[src/rtl/random_pkg.sv]
// Shared constants for the snake game's random position generator:
// LFSR geometry, tap positions, default seeds and default playfield size.
package random_pkg;

  localparam int LFSR_W  = 16;
  localparam int COORD_W = 7;

  // Taps for x^16 + x^14 + x^13 + x^11 + 1 in Fibonacci form
  localparam int TAP_A = 15;
  localparam int TAP_B = 13;
  localparam int TAP_C = 12;
  localparam int TAP_D = 10;

  localparam logic [LFSR_W-1:0] DEFAULT_SEED_X = 16'hACE1;
  localparam logic [LFSR_W-1:0] DEFAULT_SEED_Y = 16'h1D2B;

  localparam int DEFAULT_GRID_W = 64;
  localparam int DEFAULT_GRID_H = 48;

  function automatic logic [LFSR_W-1:0] lfsr_step(input logic [LFSR_W-1:0] l);
    logic fb;
    fb = l[TAP_A] ^ l[TAP_B] ^ l[TAP_C] ^ l[TAP_D];
    return {l[LFSR_W-2:0], fb};
  endfunction

endpackage

[src/rtl/lfsr16_mod.sv]
// One free-running 16-bit LFSR with zero-lock recovery, reduced into 0..M-1
// by cascaded conditional subtraction and presented as a registered index.
module lfsr16_mod
  import random_pkg::*;
#(
  parameter logic [LFSR_W-1:0] SEED = DEFAULT_SEED_X,
  parameter int                M    = DEFAULT_GRID_W
) (
  input  logic               clk,
  input  logic               rst,
  output logic [COORD_W-1:0] rand_val
);

  localparam int STAGES = (128 + M - 1) / M - 1;

  if (M < 1 || M > 128) begin : g_bad_m
    $fatal(1, "lfsr16_mod: M must be in 1..128");
  end
  if (SEED == '0) begin : g_bad_seed
    $fatal(1, "lfsr16_mod: SEED must be nonzero");
  end

  logic [LFSR_W-1:0]  lfsr;
  logic [LFSR_W-1:0]  lfsr_next;
  logic [COORD_W-1:0] mapped;

  // An all-zero register would lock up forever, so reload the seed instead
  always_comb begin
    lfsr_next = lfsr_step(lfsr);
    if (lfsr == '0) begin
      lfsr_next = SEED;
    end
  end

  always_comb begin
    mapped = lfsr[COORD_W-1:0];
    for (int i = 0; i < STAGES; i++) begin
      if (int'(mapped) >= M) begin
        mapped = mapped - COORD_W'(M);
      end
    end
  end

  always_ff @(posedge clk or negedge rst) begin
    if (!rst) begin
      lfsr     <= SEED;
      rand_val <= '0;
    end else begin
      lfsr     <= lfsr_next;
      rand_val <= mapped;
    end
  end

endmodule

[src/rtl/random_pos_gen.sv]
// Free-running pseudo-random X/Y cell generator for food placement; two
// independent LFSR streams, sampled by the game logic whenever it likes.
module random_pos_gen
  import random_pkg::*;
#(
  parameter int                GRID_W = DEFAULT_GRID_W,
  parameter int                GRID_H = DEFAULT_GRID_H,
  parameter logic [LFSR_W-1:0] SEED_X = DEFAULT_SEED_X,
  parameter logic [LFSR_W-1:0] SEED_Y = DEFAULT_SEED_Y
) (
  input  logic               clk,
  input  logic               rst,
  output logic [COORD_W-1:0] randX,
  output logic [COORD_W-1:0] randY
);

  // Identical seeds would make X and Y march in lockstep
  if (SEED_X == SEED_Y) begin : g_same_seed
    $fatal(1, "random_pos_gen: SEED_X and SEED_Y must differ");
  end

  lfsr16_mod #(
    .SEED(SEED_X),
    .M   (GRID_W)
  ) u_x (
    .clk     (clk),
    .rst     (rst),
    .rand_val(randX)
  );

  lfsr16_mod #(
    .SEED(SEED_Y),
    .M   (GRID_H)
  ) u_y (
    .clk     (clk),
    .rst     (rst),
    .rand_val(randY)
  );

endmodule

[config.mk]
export PLATFORM = sky130hd
export DESIGN_NAME = random_pos_gen
export DESIGN_NICKNAME = d
export VERILOG_FILES = /design/src/rtl/random_pkg.sv /design/src/rtl/lfsr16_mod.sv /design/src/rtl/random_pos_gen.sv
export SDC_FILE = /design/constraint.sdc
export NUM_CORES = 1
export LEC_CHECK = 0
export CAP_MARGIN = 10
export CORE_ASPECT_RATIO = 2
export CORE_MARGIN = 5
export CORE_UTILIZATION = 23
export CTS_CLUSTER_DIAMETER = 200
export DETAILED_ROUTE_END_ITERATION = 10
export GPL_ROUTABILITY_DRIVEN = 0
export GPL_TIMING_DRIVEN = 0
export PLACE_DENSITY_LB_ADDON = 0.12
export SLEW_MARGIN = 20
export SYNTH_ARGS = -nofsm -noshare
export SYNTH_HDL_FRONTEND = slang
export SYNTH_SLANG_ARGS = --single-unit
[constraint.sdc]
create_clock -name clk -period 3.7 [get_ports clk]
set_input_delay 0.37 -clock clk [delete_from_list [all_inputs] [get_ports clk]]
set_output_delay 0.37 -clock clk [all_outputs]
set_load 0.02 [all_outputs]
Word level (Yosys, flattened, before mapping)
Cells that the tools add are included.
- ROM bits: 0
- memory bits (writable): 0
- output and inout bits: 14
- logic and storage cells: 23
- bits of input ports: 2
- register bits: 46
- latch bits: 0
- memories: 0
- bitwise logic cells: 6
- shifts and indexed selects: 0
- $add $sub $neg: 3
- divide/modulo/power cells: 0
- reduce and logical (&&, ||, !) cells: 2
- $mul: 0
- order comparisons: 3
- equal/unequal tests: 0
- muxes and demuxes: 5
- operators by type and width (cell ; number):
    $logic_not 16->1 ; 2
    $mux 16 ; 2
    $mux 7 ; 3
    $ge 7x6->1 const B ; 2
    $sub 7x6->7 const B ; 2
    $ge 7x7->1 const B ; 1
    $sub 7x7->7 const B ; 1
    $xor 1x1->1 ; 6

Logic depth before layout (Yosys ltp)
- word-level depth: 4
- mapped depth: 9
- gate-level depth less buffers: 9

Cells and area by module
Synthesis repeated with hierarchy kept, for this count alone.
- cells, all modules: 111
- area, all modules: 1652.8 um^2
- modules (own cells, without submodules) (module ; instances ; seq. area each (um^2) ; cells an instance ; area an instance (um^2)):
    lfsr16_mod at u_y ; 1 ; 585.6 ; 63 ; 888.4
    lfsr16_mod at u_x ; 1 ; 585.6 ; 48 ; 764.5

Worst setup path after synthesis
Ideal clock, no wire load.
- path kind: register to register
- from: register u_y.lfsr[4]
- to: register u_y.rand_val[5]
- data required time: 3574 ps
- clock period less this slack: 2663 ps
- cell stages (with the launch flop): 9
- slack: 1037 ps
- data arrival time: 2537 ps
- cell sequence: dfrtp_1 -> ha_1 -> ha_1 -> a221oi_2 -> mux2_2 -> ha_1 -> and2_2 -> or4_4 -> o311a_1
- cells in the longest elaborated chain, start to end: 4
- elaborated cells between the ends (all ways): 6
- those cells by class: add/sub: 2; order compare: 2; mux: 2
- RTL lines (what ; line ; source):
    start, declared ; lfsr16_mod.sv:23 ; logic [LFSR_W-1:0] lfsr;
    start signal, assigned ; lfsr16_mod.sv:49 ; lfsr <= lfsr_next;
    $sub 7x6->7 / $ge 7x6->1 (equally long branches) ; lfsr16_mod.sv:39, lfsr16_mod.sv:38 ;
    $mux 7 * ; lfsr16_mod.sv:38 ; if (int'(mapped) >= M) begin
    $sub 7x6->7 / $ge 7x6->1 (equally long branches) ; lfsr16_mod.sv:39, lfsr16_mod.sv:38 ;
    $mux 7 * ; lfsr16_mod.sv:38 ;
    named net u_y.mapped[5] ; lfsr16_mod.sv:25 ; logic [COORD_W-1:0] mapped;
    end signal, assigned ; lfsr16_mod.sv:50 ; rand_val <= mapped;
    end, declared ; lfsr16_mod.sv:11 ; output logic [COORD_W-1:0] rand_val
Mark *: on every way through the listed nets, which the timed path passes. The rest lies on a longest branch.

Worst setup path in the final report
- from: register u_y.lfsr[4]
- to: register u_y.rand_val[4]
Same word-level chain as after synthesis.

==> flow_metrics.tcl <==
set metrics [dict create \
    final_util_pct 29.75 \
    worstMarginPinSlew_ps 519.6 \
    vias_per_cell 3.996 \
    cts-htree-levels 2 \
    max_freq_mhz 341.9 \
    holdBufCountCts 0 \
    grt_use_total_pct 7.545 \
    firstDrtPassIters 4 \
    grt_start_max_net_pins 26 \
    cts_resized 0 \
    crit_path_end "u_y.rand_val[4]" \
    dieWidth_um 70.64 \
    synth.most_common_cell "dfrtp_1" \
    run_status "complete, no violations" \
    startpoint_type "register" \
    synth_area_leaders "dfrtp_1 (44%), dfstp_2 (25%), nand2b_1 (4.8%), clkbuf_1 (3.1%), ha_1 (3.0%)" \
    synth_common_cells "dfrtp_1 (30), dfstp_2 (16), clkbuf_1 (14)" \
    reg2reg_depth 8 \
    clkLatencyLatePin_ps 280 \
    crit_required_ps 3890 \
    syn_area_sq_um 1692 \
    row_count 44 \
    antenna_found_initial 0 \
    num-nets-final 155 \
    syn-num-nets 132 \
    slew_violations 0 \
    avgSynthCellArea_sq_um 13.43 \
    hold_path.class "in2async" \
    path_clk_slew_ps 60 \
    fin_crit_ps 2925 \
    overflow 0 \
    io_buffer_count 15 \
    cts_buffers 5 \
    cts_buffer_depth 2 \
    hpwl_um 2343 \
    synth_cells 126 \
    ys_seq_area_share_pct 69.23 \
    total_power_w 0.001014 \
    critPathMaxFanout 8 \
    finalSetupViolations 0 \
    cts_setup_buffers 0 \
    wire_per_inst_um 13.14 \
    grt_pass1_wl_um 5402 \
    cts_tree "yes" \
    synth_edf_count 0 \
    yosys.area.top_type "dfrtp_1" \
    r2r_end "u_y.rand_val[4]" \
    rrSetupSlack_ps 770 \
    synth_cell_types 30 \
    die_y_um 131.3 \
    die_area_sq_um 9274 \
    ir_drop_mv 0.2759 \
    area_delta_synth_final_pct 26.85 \
    dr.first_iter.drc_count 25 \
    yosys_most_used_dff "dfrtp_1" \
    relSlewSlack_pct 65.36 \
    cap_violations 0 \
    timing.rr.start "u_y.lfsr[4]" \
    critical_path.startpoint "u_y.lfsr[4]" \
    ant_nets 0 \
    ios 16 \
    clk_root_buffer_cell "clkbuf_16" \
    fillers 736 \
    tns_ps 0 \
    async_flop_share_pct 100.0 \
    start_util_pct 23.46 \
    period_share_pct 79.06 \
    critPathKind "reg2reg" \
    worst_slack_ps 774.8 \
    first_global_vias 1096 \
    cellPowerDensity_nw_per_um2 472.5 \
    rsz0062_at_grt "false" \
    hold_viol 0 \
    ys_ff_latch 46 \
    leakage_nw 0.8924 \
    clkSinkCount 46 \
    finClkSkew_ps 3.699 \
    drc 0 \
    end_kind "register" \
    wl_um 3179 \
    core-area_sq_um 7212 \
    yosysWarningCount 0 \
    antenna_cells 0 \
    fin_area_sq_um 2146 \
    yosysTopAreaCellShare_pct 44.38 \
    via_count 967 \
    dp_slack_ps 827.2 \
    drive_gt1_share_pct 20.67 \
    critPathArrivalTime_ps 3120 \
    placedInstanceArea_sq_um 1979 \
]
-- how the worst min path moves through the flow --
| stage | endpoint | cells past startpoint |
|---|---|---|
| 3_5_place_dp | u_x.lfsr[4] | 1 |
| 2_1_floorplan | u_x.lfsr[12] | 0 |
| 3_3_place_gp | u_x.rand_val[2] | 0 |
| 4_1_cts | u_x.lfsr[4] | 1 |
| 6_report | u_x.lfsr[4] | 1 |
| 5_1_grt | u_y.lfsr[2] | 1 |
-- flip-flops by register name (all words and copies together) (netlist names) --
name          flops
u_x.lfsr         16
u_y.lfsr         16
u_x.rand_val      7
u_y.rand_val      7
-- metal layers --
layer	track usage, %	part of all wire (%)	vias up
met5	0	0	-
met4	3.870	2.8	0
met3	2.370	2.8	7
met2	14.09	58	18
met1	7.108	37	487
li1	-	-	455
-- cell usage in the layout (no fill, tap or decap), drive strengths merged, types with 2 or more instances in the layout --
| cell | instances |
|---|---|
| dfrtp | 30 |
| clkbuf | 20 |
| dfstp | 16 |
| clkdlybuf4s50 | 14 |
| nand2b | 13 |
| nor4 | 7 |
| nand2 | 5 |
| xor2 | 4 |
| nor2 | 4 |
| ha | 4 |
| inv | 3 |
| nand4 | 3 |
| xnor2 | 3 |
| and2 | 3 |
| a21oi | 2 |
| o21ai | 2 |
| buf | 2 |
-- layout make-up --
type	instances	area, sq um	area share, %
Sequential cell	46	1171	54.58
Multi-Input combinational cell	62	446.7	20.82
Timing Repair Buffer	16	172.7	8.047
Clock buffer	6	128.9	6.006
Tap cell	92	115.1	5.364
Buffer	15	62.56	2.915
Clock inverter	2	37.54	1.749
Inverter	3	11.26	0.5248
-- worst max-delay path, cell delays in order, from the launching register on --
cell,delay [ps]
dfrtp_1,480
ha_1,240
ha_1,230
a221oi_2,420
mux2_2,390
ha_1,240
and2_2,200
or4_4,430
a32oi_1,200
-- power breakdown --
part	switching [W]	total, W	internal, W
Clock	0.000176	0.000494	0.000319
Sequential	0.000000204	0.000505	0.000505
Combinational	0.0000109	0.0000151	0.00000425
-- through the flow --
stage	hold slack (ps)	cells
final	61.48	242
after CTS	77.80	242
after floorplan	74.41	126
after global placement	394.5	233
after global routing	101.9	242
after detailed placement	374.8	234
-- cells by family after synthesis --
family | share of synthesized area, %
flops | 69.23
compound gates | 4.512
mux | 0.6656
fa+ha+maj | 2.959
simple gates | 14.42
other cells | 0.2217
xor+xnor | 3.624
buf+inv | 4.364
Power figures use the tool's default switching activity.
